==> src/rtl/id_ex_stage_pkg.sv <==
// Shared widths, x0 constant, ID/EX stage-register layout and the write-back match helper.
package id_ex_stage_pkg;

    localparam int unsigned XLEN       = 32;
    localparam int unsigned REG_ADDR_W = 5;

    localparam logic [REG_ADDR_W-1:0] X0 = 5'd0;

    typedef struct packed {
        logic                  valid;
        logic [REG_ADDR_W-1:0] rs1;
        logic [REG_ADDR_W-1:0] rs2;
        logic [REG_ADDR_W-1:0] rd;
        logic [XLEN-1:0]       rs1_data;
        logic [XLEN-1:0]       rs2_data;
        logic [XLEN-1:0]       imm;
        logic                  reg_write;
        logic                  mem_read;
        logic                  alu_src;
    } stage_t;

    // A write-back to x0 never counts as a match.
    function automatic logic wb_hits(input logic                  we,
                                     input logic [REG_ADDR_W-1:0] wb_rd,
                                     input logic [REG_ADDR_W-1:0] rs);
        return we && (wb_rd != X0) && (wb_rd == rs);
    endfunction

endpackage

==> src/rtl/id_ex_stage_if.sv <==
// Bundle of ID-side, control, forwarding and EX-side signals around the ID/EX register.
interface id_ex_stage_if;
    import id_ex_stage_pkg::*;

    logic                  id_valid;
    logic [REG_ADDR_W-1:0] id_rs1;
    logic [REG_ADDR_W-1:0] id_rs2;
    logic [REG_ADDR_W-1:0] id_rd;
    logic [XLEN-1:0]       id_rs1_data;
    logic [XLEN-1:0]       id_rs2_data;
    logic [XLEN-1:0]       id_imm;
    logic                  id_reg_write;
    logic                  id_mem_read;
    logic                  id_alu_src;

    logic                  flush;
    logic                  mem_stall;

    logic                  fwd_a;
    logic                  fwd_b;
    logic [XLEN-1:0]       exmem_result;
    logic [REG_ADDR_W-1:0] wb_rd;
    logic                  wb_write_enable;
    logic [XLEN-1:0]       wb_data;

    logic                  ex_valid;
    logic [REG_ADDR_W-1:0] ex_rs1;
    logic [REG_ADDR_W-1:0] ex_rs2;
    logic [REG_ADDR_W-1:0] ex_rd;
    logic                  ex_reg_write;
    logic                  ex_mem_read;
    logic [XLEN-1:0]       ex_op_a;
    logic [XLEN-1:0]       ex_op_b;
    logic [XLEN-1:0]       ex_store_data;
    logic                  load_use_stall;

    modport master (
        output id_valid, id_rs1, id_rs2, id_rd, id_rs1_data, id_rs2_data, id_imm,
               id_reg_write, id_mem_read, id_alu_src, flush, mem_stall,
               fwd_a, fwd_b, exmem_result, wb_rd, wb_write_enable, wb_data,
        input  ex_valid, ex_rs1, ex_rs2, ex_rd, ex_reg_write, ex_mem_read,
               ex_op_a, ex_op_b, ex_store_data, load_use_stall
    );

    modport slave (
        input  id_valid, id_rs1, id_rs2, id_rd, id_rs1_data, id_rs2_data, id_imm,
               id_reg_write, id_mem_read, id_alu_src, flush, mem_stall,
               fwd_a, fwd_b, exmem_result, wb_rd, wb_write_enable, wb_data,
        output ex_valid, ex_rs1, ex_rs2, ex_rd, ex_reg_write, ex_mem_read,
               ex_op_a, ex_op_b, ex_store_data, load_use_stall
    );

endinterface

==> src/rtl/id_ex_stage_operand_fwd_mux.sv <==
// Per-operand forwarding select: EX/MEM result, then write-back bypass, then stored value.
module operand_fwd_mux
    import id_ex_stage_pkg::*;
(
    input  logic                  fwd_sel_i,
    input  logic [XLEN-1:0]       exmem_result_i,
    input  logic                  wb_write_enable_i,
    input  logic [REG_ADDR_W-1:0] wb_rd_i,
    input  logic [XLEN-1:0]       wb_data_i,
    input  logic [REG_ADDR_W-1:0] ex_rs_i,
    input  logic [XLEN-1:0]       stored_data_i,
    output logic [XLEN-1:0]       fwd_data_o
);

    always_comb begin
        fwd_data_o = stored_data_i;
        if (fwd_sel_i) begin
            fwd_data_o = exmem_result_i;
        end else if (wb_hits(wb_write_enable_i, wb_rd_i, ex_rs_i)) begin
            fwd_data_o = wb_data_i;
        end
    end

endmodule

==> src/rtl/id_ex_stage.sv <==
// ID/EX pipeline register with load-use detection, write-back capture and operand forwarding.
module id_ex_stage
    import id_ex_stage_pkg::*;
(
    input  logic         clk,
    input  logic         rst,
    id_ex_stage_if.slave bus
);

    stage_t          stage_q;
    stage_t          stage_d;
    logic            load_use;
    logic [XLEN-1:0] fwd_rs1;
    logic [XLEN-1:0] fwd_rs2;

    assign load_use = stage_q.valid && stage_q.mem_read && (stage_q.rd != X0) && bus.id_valid &&
                      ((stage_q.rd == bus.id_rs1) || (stage_q.rd == bus.id_rs2));

    // Priority: flush, hold, load-use bubble, load.
    always_comb begin
        stage_d = stage_q;
        if (bus.flush) begin
            stage_d = '0;
        end else if (bus.mem_stall) begin
            if (wb_hits(bus.wb_write_enable, bus.wb_rd, stage_q.rs1)) begin
                stage_d.rs1_data = bus.wb_data;
            end
            if (wb_hits(bus.wb_write_enable, bus.wb_rd, stage_q.rs2)) begin
                stage_d.rs2_data = bus.wb_data;
            end
        end else if (load_use) begin
            stage_d = '0;
        end else begin
            stage_d.valid     = bus.id_valid;
            stage_d.rs1       = bus.id_rs1;
            stage_d.rs2       = bus.id_rs2;
            stage_d.rd        = bus.id_rd;
            stage_d.imm       = bus.id_imm;
            stage_d.reg_write = bus.id_reg_write;
            stage_d.mem_read  = bus.id_mem_read;
            stage_d.alu_src   = bus.id_alu_src;
            stage_d.rs1_data  = wb_hits(bus.wb_write_enable, bus.wb_rd, bus.id_rs1) ?
                                bus.wb_data : bus.id_rs1_data;
            stage_d.rs2_data  = wb_hits(bus.wb_write_enable, bus.wb_rd, bus.id_rs2) ?
                                bus.wb_data : bus.id_rs2_data;
        end
    end

    always_ff @(posedge clk or negedge rst) begin
        if (!rst) begin
            stage_q <= '0;
        end else begin
            stage_q <= stage_d;
        end
    end

    operand_fwd_mux u_fwd_rs1 (
        .fwd_sel_i         (bus.fwd_a),
        .exmem_result_i    (bus.exmem_result),
        .wb_write_enable_i (bus.wb_write_enable),
        .wb_rd_i           (bus.wb_rd),
        .wb_data_i         (bus.wb_data),
        .ex_rs_i           (stage_q.rs1),
        .stored_data_i     (stage_q.rs1_data),
        .fwd_data_o        (fwd_rs1)
    );

    operand_fwd_mux u_fwd_rs2 (
        .fwd_sel_i         (bus.fwd_b),
        .exmem_result_i    (bus.exmem_result),
        .wb_write_enable_i (bus.wb_write_enable),
        .wb_rd_i           (bus.wb_rd),
        .wb_data_i         (bus.wb_data),
        .ex_rs_i           (stage_q.rs2),
        .stored_data_i     (stage_q.rs2_data),
        .fwd_data_o        (fwd_rs2)
    );

    assign bus.ex_valid       = stage_q.valid;
    assign bus.ex_rs1         = stage_q.rs1;
    assign bus.ex_rs2         = stage_q.rs2;
    assign bus.ex_rd          = stage_q.rd;
    assign bus.ex_reg_write   = stage_q.reg_write;
    assign bus.ex_mem_read    = stage_q.mem_read;
    assign bus.ex_op_a        = fwd_rs1;
    assign bus.ex_op_b        = stage_q.alu_src ? stage_q.imm : fwd_rs2;
    assign bus.ex_store_data  = fwd_rs2;
    assign bus.load_use_stall = load_use;

endmodule

==> src/flat_wrapper.sv <==
// flat-port wrapper written by rule: the top's interface ports become plain ports
module id_ex_stage_flat import id_ex_stage_pkg::*;
  (clk, rst, bus_id_valid, bus_id_rs1, bus_id_rs2, bus_id_rd, bus_id_rs1_data, bus_id_rs2_data, bus_id_imm, bus_id_reg_write, bus_id_mem_read, bus_id_alu_src, bus_flush, bus_mem_stall, bus_fwd_a, bus_fwd_b, bus_exmem_result, bus_wb_rd, bus_wb_write_enable, bus_wb_data, bus_ex_valid, bus_ex_rs1, bus_ex_rs2, bus_ex_rd, bus_ex_reg_write, bus_ex_mem_read, bus_ex_op_a, bus_ex_op_b, bus_ex_store_data, bus_load_use_stall);
  id_ex_stage_if bus_i ();
  input  logic clk;
  input  logic rst;
  input wire logic [$bits(bus_i.id_valid)-1:0] bus_id_valid;
  input wire logic [$bits(bus_i.id_rs1)-1:0] bus_id_rs1;
  input wire logic [$bits(bus_i.id_rs2)-1:0] bus_id_rs2;
  input wire logic [$bits(bus_i.id_rd)-1:0] bus_id_rd;
  input wire logic [$bits(bus_i.id_rs1_data)-1:0] bus_id_rs1_data;
  input wire logic [$bits(bus_i.id_rs2_data)-1:0] bus_id_rs2_data;
  input wire logic [$bits(bus_i.id_imm)-1:0] bus_id_imm;
  input wire logic [$bits(bus_i.id_reg_write)-1:0] bus_id_reg_write;
  input wire logic [$bits(bus_i.id_mem_read)-1:0] bus_id_mem_read;
  input wire logic [$bits(bus_i.id_alu_src)-1:0] bus_id_alu_src;
  input wire logic [$bits(bus_i.flush)-1:0] bus_flush;
  input wire logic [$bits(bus_i.mem_stall)-1:0] bus_mem_stall;
  input wire logic [$bits(bus_i.fwd_a)-1:0] bus_fwd_a;
  input wire logic [$bits(bus_i.fwd_b)-1:0] bus_fwd_b;
  input wire logic [$bits(bus_i.exmem_result)-1:0] bus_exmem_result;
  input wire logic [$bits(bus_i.wb_rd)-1:0] bus_wb_rd;
  input wire logic [$bits(bus_i.wb_write_enable)-1:0] bus_wb_write_enable;
  input wire logic [$bits(bus_i.wb_data)-1:0] bus_wb_data;
  output wire logic [$bits(bus_i.ex_valid)-1:0] bus_ex_valid;
  output wire logic [$bits(bus_i.ex_rs1)-1:0] bus_ex_rs1;
  output wire logic [$bits(bus_i.ex_rs2)-1:0] bus_ex_rs2;
  output wire logic [$bits(bus_i.ex_rd)-1:0] bus_ex_rd;
  output wire logic [$bits(bus_i.ex_reg_write)-1:0] bus_ex_reg_write;
  output wire logic [$bits(bus_i.ex_mem_read)-1:0] bus_ex_mem_read;
  output wire logic [$bits(bus_i.ex_op_a)-1:0] bus_ex_op_a;
  output wire logic [$bits(bus_i.ex_op_b)-1:0] bus_ex_op_b;
  output wire logic [$bits(bus_i.ex_store_data)-1:0] bus_ex_store_data;
  output wire logic [$bits(bus_i.load_use_stall)-1:0] bus_load_use_stall;
  assign bus_i.id_valid = bus_id_valid;
  assign bus_i.id_rs1 = bus_id_rs1;
  assign bus_i.id_rs2 = bus_id_rs2;
  assign bus_i.id_rd = bus_id_rd;
  assign bus_i.id_rs1_data = bus_id_rs1_data;
  assign bus_i.id_rs2_data = bus_id_rs2_data;
  assign bus_i.id_imm = bus_id_imm;
  assign bus_i.id_reg_write = bus_id_reg_write;
  assign bus_i.id_mem_read = bus_id_mem_read;
  assign bus_i.id_alu_src = bus_id_alu_src;
  assign bus_i.flush = bus_flush;
  assign bus_i.mem_stall = bus_mem_stall;
  assign bus_i.fwd_a = bus_fwd_a;
  assign bus_i.fwd_b = bus_fwd_b;
  assign bus_i.exmem_result = bus_exmem_result;
  assign bus_i.wb_rd = bus_wb_rd;
  assign bus_i.wb_write_enable = bus_wb_write_enable;
  assign bus_i.wb_data = bus_wb_data;
  assign bus_ex_valid = bus_i.ex_valid;
  assign bus_ex_rs1 = bus_i.ex_rs1;
  assign bus_ex_rs2 = bus_i.ex_rs2;
  assign bus_ex_rd = bus_i.ex_rd;
  assign bus_ex_reg_write = bus_i.ex_reg_write;
  assign bus_ex_mem_read = bus_i.ex_mem_read;
  assign bus_ex_op_a = bus_i.ex_op_a;
  assign bus_ex_op_b = bus_i.ex_op_b;
  assign bus_ex_store_data = bus_i.ex_store_data;
  assign bus_load_use_stall = bus_i.load_use_stall;
  id_ex_stage u_core (.clk(clk), .rst(rst), .bus(bus_i));
endmodule
==> config.mk <==
export PLATFORM = sky130hd
export DESIGN_NAME = id_ex_stage_flat
export DESIGN_NICKNAME = d
export VERILOG_FILES = /design/src/rtl/id_ex_stage_pkg.sv /design/src/rtl/id_ex_stage_if.sv /design/src/rtl/id_ex_stage_operand_fwd_mux.sv /design/src/rtl/id_ex_stage.sv /design/src/flat_wrapper.sv
export SDC_FILE = /design/constraint.sdc
export NUM_CORES = 1
export LEC_CHECK = 0
export CAP_MARGIN = 20
export CORE_MARGIN = 2
export CORE_UTILIZATION = 45
export DETAILED_ROUTE_END_ITERATION = 10
export PLACE_DENSITY_LB_ADDON = 0.2
export SETUP_SLACK_MARGIN = 0.15
export SLEW_MARGIN = 20
export SYNTH_ARGS = -nofsm -noshare
export SYNTH_HDL_FRONTEND = slang
export SYNTH_SLANG_ARGS = --single-unit
==> constraint.sdc <==
create_clock -name clk -period 6 [get_ports clk]
set_input_delay 1.5 -clock clk [delete_from_list [all_inputs] [get_ports clk]]
set_output_delay 1.5 -clock clk [all_outputs]
set_load 0.005 [all_outputs]
### Yosys cells after proc, flatten, opt, wreduce, memory -nomap -nowiden

Cells that the tools add are included.

| word-level totals | value |
|---|---|
| flip-flop bits (word level) | 115 |
| bits in latches | 0 |
| bits in writable memories | 0 |
| ROM bits | 0 |
| input port bits | 191 |
| memories | 0 |

| operators by class | value |
|---|---|
| add/subtract/negate cells | 0 |
| multiply operators | 0 |
| div/mod/pow operators | 0 |
| $lt $le $gt $ge | 0 |
| eq/ne operators | 7 |
| shifts and indexed selects | 0 |
| muxes and demuxes | 12 |
| bitwise operators | 0 |
| reductions and logical operators | 12 |

Operator list:

| cell | count |
|---|---|
| two-way mux 115 bit | 2 |
| two-way mux 32 bit | 7 |
| two-way mux 64 bit | 1 |
| two-way mux 35 bit | 1 |
| equality test 5 bit | 6 |
| two-way mux 16 bit | 1 |
| nonzero test 5 bit | 2 |
| logical AND 1 bit | 9 |
| != test 2 bit, second input constant | 1 |
| logical OR 1 bit | 1 |

### Longest topological paths before layout

Gate-level depths: netlist of run 1.

| logic depth | value |
|---|---|
| depth in word-level cells | 7 |
| depth in mapped cells | 7 |
| depth with buffers taken out | 5 |

### By module

Synthesis of run 1 repeated with hierarchy kept, for this count alone.

| second synthesis, totals | value |
|---|---|
| cell total of the unflattened synthesis | 778 |
| area total of the unflattened synthesis | 8,725.9 um^2 |

Modules (own cells, without submodules):

| module | instances | cells an instance | area an instance (um^2) | sequential area each (um^2) |
|---|---|---|---|---|
| id_ex_stage | 1 | 504 | 6,238.5 | 2,877.8 |
| operand_fwd_mux | 2 | 137 | 1,243.7 | 0.0 |

### Worst setup path before layout of run 1

No wires, ideal clock.

| timing path | value |
|---|---|
| path type | in2out |
| start | in bus_wb_rd[0] |
| end | out bus_ex_op_a[10] |
| data arrival time | 3.025 ns |
| required time | 4.500 ns |
| path slack | 1.475 ns |
| stages | 7 |
| buffers on the path | 2 |
| path through | buf_2 -> or4_4 -> o21ai_4 -> nor4_2 -> buf_4 -> mux2i_1 -> mux2i_1 |

| on the way | value |
|---|---|
| cells in the longest elaborated chain, start to end | 5 |

RTL lines:

| what | line | text |
|---|---|---|
| from (decl) | flat_wrapper.sv:22 | `input wire logic [$bits(bus_i.wb_rd)-1:0] bus_wb_rd;` |
| nonzero test 5 bit | id_ex_stage_pkg.sv:26 | `return we && (wb_rd != X0) && (wb_rd == rs);` |
| logical AND 1 bit | id_ex_stage_pkg.sv:26 |  |
| logical AND 1 bit (*) | id_ex_stage_pkg.sv:26 |  |
| two-way mux 32 bit (*) | -- |  |
| two-way mux 32 bit (*) | id_ex_stage_operand_fwd_mux.sv:17 | `if (fwd_sel_i) begin` |
| to (decl) | flat_wrapper.sv:31 | `output wire logic [$bits(bus_i.ex_op_a)-1:0] bus_ex_op_a;` |

Mark *: on every way between the ends. The rest lies on a longest branch, timed or not.

### Worst setup path after layout of run 1

| timing path | value |
|---|---|
| start | in bus_wb_rd[0] |
| end | out bus_ex_op_a[21] |

Same word-level chain as after synthesis.

==> metrics.md, run 1 <==
| Metric | Value |
|---|---|
| Largest cells by area after synthesis | `dfrtp_1 (41%), mux2i_1 (23%), o22ai_1 (8.4%), a22o_1 (6.3%), mux2i_2 (5.8%)` |
| CTS tree | `yes` |
| Root buf cell | `clkbuf_16` |
| Relative slew slack | `0.341` |
| Required @ worst endpoint | `around 4500 ps` |
| Met1 global-route usage | `0.372` |
| Top-area cell type share of the netlist area | `0.405` |
| Final core utilization | `0.705` |
| Worst Setup End Kind | `output port` |
| WHS Path Cells | `1` |
| Worst Reg-to-Reg Cells | `6` |
| RR Startpoint | `u_core.bus.ex_rd[0]` |
| EDFF count, synth | `0` |
| Iteration-0 DRC Markers | `~450` |
| Period utilization | `0.963` |
| Most common cell in the netlist | `mux2i_1` |
| WP buf/inv | `4` |
| Comb pwr share | `0.256` |
| M3 GR Usage | `0.0776` |
| F_max | `around 170 MHz` |
| Initial Utilization | `0.464` |
| VDD IR max | `0.183 mV` |
| Post-synth cell types | `31` |
| Worst min path class | `reg -> reg` |
| Post-synthesis cell area | `a little over 0.007 mm2` |
| Min cycle time layout | `5780 ps` |
| Vias post-DR | `about 6700` |
| Cells after synthesis | `around 650` |
| Post-route DRC | `0` |
| Layout Nets | `roughly 1100` |
| Die W | `approximately 130 um` |
| First-pass GRT wire length | `between 30 and 40 mm` |
| Worst setup SP type | `input pin` |
| Die height | `130 um` |
| Top_reg_cell synth | `dfrtp_1` |
| Critical path class | `in -> out` |
| Final wirelength | `~26 mm` |
| # IOs | `between 300 and 400` |
| Cell taking the most area after synthesis | `dfrtp_1` |
| Setup TNS | `0 ps` |
| Synthesized area per cell | `10.9 um2` |
| Top cells by count, synth | `mux2i_1 (162), dfrtp_1 (115), o22ai_1 (95)` |
| Power share of the sequential group | `0.361` |
| Ant. Diodes | `0` |
| Hold Crit Start | `u_core.bus.ex_reg_write` |
| Ys async rst share | `1.00` |
| Largest stage delay on the critical path | `590 ps` |
| Worst R2R End | `u_core.stage_q[46]` |
| Number of global-route vias before repair | `roughly 7000` |
| Area delta synth->final | `51.9%` |
| Sw frac | `0.265` |
| Drt first pass iters | `5` |
| Worst-margin pin slew | `approximately 990 ps` |
| Clock Tree Buf Depth | `2` |
| Outcome | `complete, no violations` |
| Clk pwr share | `0.383` |
| Layout cell share with drive strength beyond 1 | `0.100` |
| Skew-Pair Late Insertion Delay | `about 410 ps` |
| Synthesis-stage register bit count | `115` |
| Worst-path clk slew | `approximately 50 ps` |
| Crit-path cells | `clkdlybuf4s50_1, or4_4, o21ai_4, buf_4, nor4_4, buf_4, mux2i_1, mux2i_1, clkdlybuf4s50_1` |
| DR WL/cell | `approximately 23 um` |
| Vias per Instance | `5.88` |
| Max_cap viols | `0` |
| P_sw | `between 600 and 700 uW` |
| Post-route ant nets | `0` |
| Reg2Reg Setup Slack | `approximately 3300 ps` |
| Dpl ws | `98.8 ps` |
| Slowest CP cell | `or4_4` |
| Final worst setup slack | `roughly 220 ps` |
| Grt met2 use | `0.524` |
| Clock skew | `about 6 ps` |
| P per Cell Area | `roughly 220 mW/mm2` |
| RD Place Congestion | `a little over 0.9` |
| Final Max Tran Viols | `0` |
| Crit path DAT | `about 4300 ps` |
| Final Hold Viols | `0` |
| # rows | `between 40 and 50` |
| Cell-internal power | `1730 uW` |
| Total CTS buffers | `17` |
| GR peak layer | `met2` |
| Final setup violating endpoints | `0` |
| Delay-heaviest family, CP | `buffers and inverters` |
| Worst Hold Path EP | `u_core.bus.ex_reg_write` |
| Placed wire-length estimate | `around 18 mm` |
| Post-Syn Nets | `840` |
| Yosys warns | `0` |
| Clock Sink Count | `between 100 and 150` |
| Cell leakage power | `between 0.004 and 0.005 uW` |
| H-tree levels | `4` |
| GRT overflow | `0` |
| Total core area | `between 0.015 and 0.02 mm2` |
| Seq/Total Area, Yosys | `0.405` |
| RSZ-0062 raised after global routing | `yes` |
| Initial antenna violation count | `0` |
| GRT Util Overall | `0.308` |
| Largest net degree at the start of global routing | `67` |
| Die area | `roughly 0.017 mm2` |
| IO Port Bufs | `305` |
| CP max FO | `14` |
==> final cells by class <==
class | instances | area [um2]
Clock inverter | 5 | 25.0
Timing Repair Buffer | 329 | 3240
Clock buffer | 27 | 503
Fill cell | 1158 | 4520
Multi-Input combinational cell | 426 | 3760
Inverter | 34 | 128
Tap cell | 211 | 264
Sequential cell | 115 | 2880
==> kinds of logic (layout without fill, tap and decap cells) <==
group / Yosys count / in the layout / share of synthesized area
AOI/OAI and AO/OA: 183 / 183 / 0.176
xor gates and xnor gates: 30 / 30 / 0.0370
buffers and inverters: 108 / 395 / 0.0736
DFF: 115 / 115 / 0.405
muxes: 192 / 192 / 0.286
and+or+nand+nor: 21 / 21 / 0.0222
==> power groups by stage <==
stage	combinational [uW]	sequential [uW]	clock (uW)
global route	645	854	956
floorplan	245	853	0
CTS	603	850	916
finish	604	851	903
detailed placement	598	862	0
global placement	590	860	0
==> worst register-to-register path, stage by stage (launching register included) <==
cell     delay, ps
dfrtp_1        440
xor2_1         170
nor3_1         210
a22oi_1        210
o21ai_4        800
buf_4          520
o22ai_1        200
==> worst max-delay path by stage <==
stage,depth (start not counted),startpoint,end,slack (ps)
2_1_floorplan,7,bus_wb_rd[0],bus_ex_op_a[10],1470
3_3_place_gp,8,bus_wb_rd[4],bus_ex_op_b[28],140
3_5_place_dp,8,bus_wb_rd[0],bus_ex_op_b[0],100
4_1_cts,9,bus_wb_rd[0],bus_ex_op_a[10],210
5_1_grt,9,bus_wb_rd[4],bus_ex_op_a[21],130
6_report,9,bus_wb_rd[0],bus_ex_op_a[21],220
==> cell usage in the layout (no fill, tap or decap), types with 2 or more instances in the layout <==
master | Yosys | layout
a21oi_1 | 31 | 31
a22o_1 | 51 | 51
buf_2 | 13 | 2
buf_4 | 21 | 23
clkbuf_1 | 34 | 6
clkbuf_16 | 0 | 17
clkbuf_8 | 0 | 4
clkdlybuf4s50_1 | 0 | 302
clkinv_2 | 0 | 5
dfrtp_1 | 115 | 115
inv_1 | 34 | 34
mux2i_1 | 162 | 162
mux2i_2 | 30 | 30
nand3_1 | 4 | 4
nor2_1 | 5 | 4
nor3_1 | 2 | 2
nor4_4 | 2 | 4
o21ai_4 | 1 | 2
o22ai_1 | 95 | 95
xnor2_1 | 12 | 12
xor2_1 | 18 | 18
==> flip-flops by register name (all words and copies together), names as in the netlist <==
register / cells
u_core.stage_q: 97
u_core.bus.ex_rd: 5
u_core.bus.ex_rs1: 5
u_core.bus.ex_rs2: 5
u_core.bus.ex_mem_read: 1
u_core.bus.ex_reg_write: 1
u_core.bus.ex_valid: 1
==> metrics by stage <==
stage	cells	power [uW]	instance area (um2)	hold WS [ps]
3_3_place_gp	1112	1450	10200	488
4_1_cts	1147	2370	10800	508
5_1_grt	1147	2460	10800	525
6_report	1147	2360	10800	511
3_5_place_dp	1112	1460	10200	495
2_1_floorplan	649	1100	7110	473
==> what timing repair did <==
item | 4_1_cts | 5_1_grt
buffers inserted | 3 | 0
endpoints found under the setup margin | 22 | 3
gates resized for setup | 0 | 1
pin swaps | 1 | 0
hold buffers | 0 | 0
==> per-layer routing <==
metal / vias up / part of all wire / wire (um)
met1: 3301 / 0.39 / 10200
met4: 0 / 0.033 / 853
met5: - / 0 / 0
li1: 2979 / - / -
met3: 65 / 0.086 / 2230
met2: 396 / 0.49 / 12600
Power figures use the tool's default switching activity.
==> inputs of run 2 (changes only) <==
--- a/config.mk
+++ b/config.mk
@@ -7,7 +7,7 @@
 export LEC_CHECK = 0
 export CAP_MARGIN = 20
 export CORE_MARGIN = 2
-export CORE_UTILIZATION = 45
+export CORE_UTILIZATION = 43
 export DETAILED_ROUTE_END_ITERATION = 10
 export PLACE_DENSITY_LB_ADDON = 0.2
 export SETUP_SLACK_MARGIN = 0.15
==> constraint.sdc (replaced) <==
create_clock -name clk -period 6.2 [get_ports clk]
set_input_delay 1.55 -clock clk [delete_from_list [all_inputs] [get_ports clk]]
set_output_delay 1.55 -clock clk [all_outputs]
set_load 0.005 [all_outputs]
==> metrics.md, run 2 (synthesis results as in run 1) <==
| Metric | Value |
|---|---|
| Initial antenna violation count | `1` |
| Overall Power | `~2300 uW` |
| Required @ worst endpoint | `about 4700 ps` |
| Min cycle time layout | `5910 ps` |
| Critical path class | `in -> out` |
| Sw frac | `0.261` |
| Relative slew slack | `0.333` |
| RSZ-0062 raised after global routing | `no` |
| Hold Crit Start | `u_core.bus.ex_reg_write` |
| Comb pwr share | `0.251` |
| Layout Nets | `approximately 1100` |
| Placed wire-length estimate | `between 15 and 20 mm` |
| Final core utilization | `0.678` |
| Initial Utilization | `0.444` |
| Skew-Pair Late Insertion Delay | `just over 400 ps` |
| Clock skew | `between 7 and 8 ps` |
| Clk pwr share | `0.394` |
| Die W | `133 um` |
| Area delta synth->final | `52.6%` |
| CTS tree | `yes` |
| Final wirelength | `26.0 mm` |
| CP max FO | `8` |
| WHS Path Cells | `1` |
| Iteration-0 DRC Markers | `366` |
| Largest stage delay on the critical path | `620 ps` |
| Vias per Instance | `5.78` |
| Total CTS buffers | `17` |
| Post-route DRC | `0` |
| Cell-internal power | `1720 uW` |
| F_max | `169 MHz` |
| Cell leakage power | `approximately 0.0044 uW` |
| Filler cell count | `approximately 1200` |
| Worst Reg-to-Reg Cells | `6` |
| Die area | `0.0176 mm2` |
| Drt first pass iters | `5` |
| H-tree levels | `4` |
| Die height | `133 um` |
| GRT Util Overall | `0.292` |
| RD Place Congestion | `about 0.9` |
| Cells after DPL | `between 1000 and 1500` |
| WP buf/inv | `4` |
| Worst setup SP type | `input pin` |
| VDD IR max | `roughly 0.17 mV` |
| Final setup violating endpoints | `0` |
| # IOs | `a little over 300` |
| Largest Register | `u_core.stage_q` |
| Hold Buf Count CTS | `0` |
| Clock Sink Count | `115` |
| Worst R2R End | `u_core.stage_q[45]` |
| Resized cells post-CTS | `0` |
| Final hold slack | `around 500 ps` |
| Outcome | `complete, no violations` |
| Non-Filler Instances | `between 1000 and 1500` |
| Slowest CP cell | `clkdlybuf4s50_1` |
| Worst Setup End Kind | `output port` |
| P per Cell Area | `between 200 and 250 mW/mm2` |
| Clock Tree Buf Depth | `2` |
| Number of global-route vias before repair | `approximately 7200` |
| Delay-heaviest family, CP | `buffers and inverters` |
| GRT overflow | `0` |
| Worst-margin pin slew | `~1000 ps` |
| Largest net degree at the start of global routing | `between 80 and 90` |
| DR WL/cell | `between 20 and 25 um` |
| Crit-path cells | `clkdlybuf4s50_1, or4_4, o21ai_4, buf_4, nor4_4, buf_4, mux2i_1, mux2i_1, clkdlybuf4s50_1` |
| # rows | `46` |
| Max reg flops | `between 90 and 100` |
| Max_cap viols | `0` |
| Worst-path clk slew | `50 ps` |
| Commonest cells after routing, fill and taps aside | `clkdlybuf4s50_1 (302), mux2i_1 (162), dfrtp_1 (115)` |
| Setup TNS | `0 ps` |
| Crit path DAT | `4360 ps` |
| Root buf cell | `clkbuf_16` |
| Commonest non-fill, non-tap cell in the layout | `clkdlybuf4s50_1` |
| Power share of the sequential group | `0.355` |
| Final Max Tran Viols | `0` |
| IO Port Bufs | `a little over 300` |
| RR Startpoint | `u_core.bus.ex_rd[0]` |
| Worst Hold Path EP | `u_core.bus.ex_reg_write` |
| Post-route ant nets | `0` |
| Reg2Reg Setup Slack | `between 3000 and 4000 ps` |
| Layout cell share with drive strength beyond 1 | `0.101` |
| Worst min path class | `reg -> reg` |
| Total core area | `between 0.015 and 0.02 mm2` |
| P_sw | `~600 uW` |
| Final Hold Viols | `0` |
| First-pass GRT wire length | `40.1 mm` |
| Vias post-DR | `~6700` |
| Period utilization | `0.953` |
run 2: cell types whose count changed in the layout (fill, tap and decap cells not counted):
cell | previous run | this run
buf_12 | 1 | 2
diode_2 | 0 | 1
clkinv_2 | 5 | 4
bufinv_16 | 0 | 1
clkbuf_1 | 6 | 5
run 2: layer usage:
layer | track usage | wire length (um)
met5 | 0 | 0
met2 | 0.496 | 12800
met1 | 0.357 | 10500
met3 | 0.0774 | 2070
met4 | 0.109 | 625
run 2: worst reg2reg max path, delay by kind of cell, from the launching register on:
kind | cells | cell delay (ps)
AO/OA/AOI/OAI | 3 | 1230
buffers and inverters | 1 | 500
AND/OR/NAND/NOR | 1 | 250
flip-flops | 1 | 450
XOR/XNOR | 1 | 170
run 2: power by group through the flow:
stage / Combinational (uW) / Clock [uW] / Sequential [uW]
4_1_cts: 583 / 928 / 822
3_5_place_dp: 579 / 0 / 834
6_report: 583 / 915 / 823
2_1_floorplan: 237 / 0 / 826
3_3_place_gp: 570 / 0 / 832
5_1_grt: 622 / 962 / 826
run 2: timing repair:
| item | CTS | global route |
|---|---|---|
| setup buffers | 3 | 1 |
| pin swaps | 1 | 1 |
| endpoints found under the setup margin | 1 | 2 |
run 2: worst max path at each step:
stage | startpoint | endpoint | slack [ps] | cells after the start
after global routing | bus_wb_rd[0] | bus_ex_op_a[5] | 170 | 9
final | bus_wb_rd[0] | bus_ex_op_a[11] | 290 | 9
after CTS | bus_wb_rd[0] | bus_ex_op_b[30] | 200 | 9
after detailed placement | bus_wb_rd[0] | bus_ex_store_data[28] | 180 | 8
after global placement | bus_wb_rd[4] | bus_ex_op_b[28] | 230 | 8
after floorplan | bus_wb_rd[0] | bus_ex_op_a[10] | 1570 | 7
run 2: through the flow:
stage	instance area, um2	setup WS [ps]
after floorplan	7110	1570
after global placement	10300	233
after detailed placement	10300	177
after CTS	10800	204
after global routing	10800	172
final	10800	289
run 2: area by class of cell:
class	instances	area, um2	share of cell area
Multi-Input combinational cell	426	3760	0.347
Timing Repair Buffer	330	3260	0.300
Sequential cell	115	2880	0.265
Clock buffer	26	499	0.0460
Tap cell	216	270	0.0249
Inverter	34	128	0.0118
Clock inverter	5	50.0	0.00462
Antenna cell	1	2.50	0.000231
==> inputs of run 3 (changes only) <==
--- a/config.mk
+++ b/config.mk
@@ -6,7 +6,6 @@
 export NUM_CORES = 1
 export LEC_CHECK = 0
 export CAP_MARGIN = 20
-export CORE_MARGIN = 2
 export CORE_UTILIZATION = 43
 export DETAILED_ROUTE_END_ITERATION = 10
 export PLACE_DENSITY_LB_ADDON = 0.2
==> metrics.md, run 3 (synthesis results as in run 1) <==
| Metric | Value |
|---|---|
| H-tree levels | `4` |
| Die W | `131 um` |
| Final worst setup slack | `332 ps` |
| Worst Setup End Kind | `output port` |
| VDD IR max | `approximately 0.18 mV` |
| Commonest non-fill, non-tap cell in the layout | `clkdlybuf4s50_1` |
| Required @ worst endpoint | `about 4700 ps` |
| Largest stage delay on the critical path | `approximately 600 ps` |
| Die area | `0.0170 mm2` |
| Initial antenna violation count | `0` |
| Crit-path cells | `clkdlybuf4s50_1, or4_4, o21ai_4, buf_4, nor4_4, buf_4, mux2i_1, mux2i_1, clkdlybuf4s50_1` |
| Number of global-route vias before repair | `about 6800` |
| Final hold slack | `between 500 and 600 ps` |
| Critical path depth | `9` |
| Max_cap viols | `0` |
| IO Port Bufs | `between 300 and 400` |
| # IOs | `306` |
| Worst-path clk slew | `roughly 50 ps` |
| First-pass GRT wire length | `between 30 and 40 mm` |
| Outcome | `complete, no violations` |
| Filler cell count | `approximately 1200` |
| P per Cell Area | `about 220 mW/mm2` |
| WP buf/inv | `4` |
| Crit path DAT | `~4300 ps` |
| Delay-heaviest family, CP | `buffers and inverters` |
| Vias per Instance | `5.70` |
| CTS tree | `yes` |
| Hold Buf Count CTS | `0` |
| CP max FO | `15` |
| Worst min path class | `reg -> reg` |
| Critical path class | `in -> out` |
| Drt first pass iters | `5` |
| Final wirelength | `between 20 and 25 mm` |
| Setup TNS | `0 ps` |
| Area delta synth->final | `52.5%` |
| Dpl ws | `~290 ps` |
| Vias post-DR | `roughly 6500` |
| RSZ-0062 raised after global routing | `no` |
| Iteration-0 DRC Markers | `around 330` |
| Largest net degree at the start of global routing | `71` |
| Period utilization | `0.946` |
| RD Place Congestion | `~0.9` |
| Die height | `roughly 130 um` |
| Slowest CP cell | `or4_4` |
| DR WL/cell | `21.8 um` |
| Commonest cells after routing, fill and taps aside | `clkdlybuf4s50_1 (302), mux2i_1 (162), dfrtp_1 (115)` |
| Final instance area | `0.0108 mm2` |
| Max reg flops | `a little under 100` |
| Placed wire-length estimate | `~17 mm` |
| Final Max Tran Viols | `0` |
| Layout Nets | `~1100` |
| Post-route DRC | `0` |
| # rows | `46` |
| F_max | `170 MHz` |
| DP Area | `between 0.01 and 0.015 mm2` |
| Worst Reg-to-Reg Cells | `6` |
| Clock Tree Buf Depth | `2` |
| Final Hold Viols | `0` |
| Final setup violating endpoints | `0` |
| Worst-margin pin slew | `1040 ps` |
| Post-route ant nets | `0` |
| Min cycle time layout | `~5900 ps` |
| Worst setup SP type | `input pin` |
| Layout cell share with drive strength beyond 1 | `0.0970` |
| Skew-Pair Late Insertion Delay | `410 ps` |
| Total CTS buffers | `17` |
| Total core area | `0.0160 mm2` |
| Clock Sink Count | `115` |
| Ant. Diodes | `0` |
| Clock skew | `roughly 9.6 ps` |
| GRT Util Overall | `0.295` |
| Relative slew slack | `0.306` |
| Cell leakage power | `around 0.0044 uW` |
| Initial Utilization | `0.444` |
| GRT overflow | `0` |
| Largest Register | `u_core.stage_q` |
| WHS Path Cells | `1` |
| Root buf cell | `clkbuf_16` |
==> run 3: cell count changes in the layout (fill, tap and decap cells not counted), sizes merged <==
cell / change
buf: -7
bufinv: +1
clkinv: -2
diode: -1
==> run 3: worst paths after layout <==
| path | start | to | slack, ps |
|---|---|---|---|
| min in group asynchronous | rst | u_core.stage_q[15] | 1260 |
| hold reg to reg | u_core.bus.ex_reg_write | u_core.bus.ex_reg_write | 510 |
| setup reg to reg | u_core.bus.ex_rd[0] | u_core.stage_q[39] | 3510 |
| setup / recovery | bus_wb_rd[0] | bus_ex_op_a[3] | 330 |
| hold / removal | u_core.bus.ex_reg_write | u_core.bus.ex_reg_write | 510 |
| max in group asynchronous | rst | u_core.stage_q[53] | 3740 |
==> run 3: layout make-up <==
cell class | instances | area (um2) | share of cell area
multi-input cells | 426 | 3760 | 0.347
repair buffers | 323 | 3210 | 0.296
flip-flops and latches | 115 | 2880 | 0.265
clock buffers | 26 | 519 | 0.0479
well taps | 216 | 270 | 0.0249
inverters | 34 | 128 | 0.0118
clock inverters | 4 | 70.1 | 0.00646
==> run 3: what timing repair did <==
action                     in CTS  in global routing
gates resized for setup         0                  0
buffers inserted                0                  3
setup endpoints to repair       0                  1
==> run 3: through the flow <==
step / std cells / util / power [uW]
floorplan: 649 / - / 1060
global placement: 1111 / 0.639 / 1400
detailed placement: 1111 / 0.639 / 1410
CTS: 1141 / 0.676 / 2390
global route: 1144 / 0.677 / 2470
finish: 1144 / 0.677 / 2380
==> run 3: worst reg2reg max path, delay by kind of cell, from the launching register on <==
kind / cells / cell delay (ps)
AND/OR/NAND/NOR: 1 / 230
XOR/XNOR: 1 / 180
AO/OA/AOI/OAI: 3 / 1150
flip-flops: 1 / 450
buffers and inverters: 1 / 510
==> run 3: metal layers <==
metal | vias up | routed length [um] | global-route usage
li1 | 2959 | - | -
met1 | 3201 | 10100 | 0.356
met2 | 317 | 12200 | 0.502
met3 | 41 | 2000 | 0.0770
met4 | 0 | 578 | 0.116
met5 | - | 0 | 0
==> run 3: where the power goes <==
group | internal (uW) | leakage, uW | switching, uW | total (uW)
sequential | 796 | 0.00153 | 26.6 | 822
clock | 649 | 0.000292 | 323 | 972
combinational | 330 | 0.00261 | 250 | 580
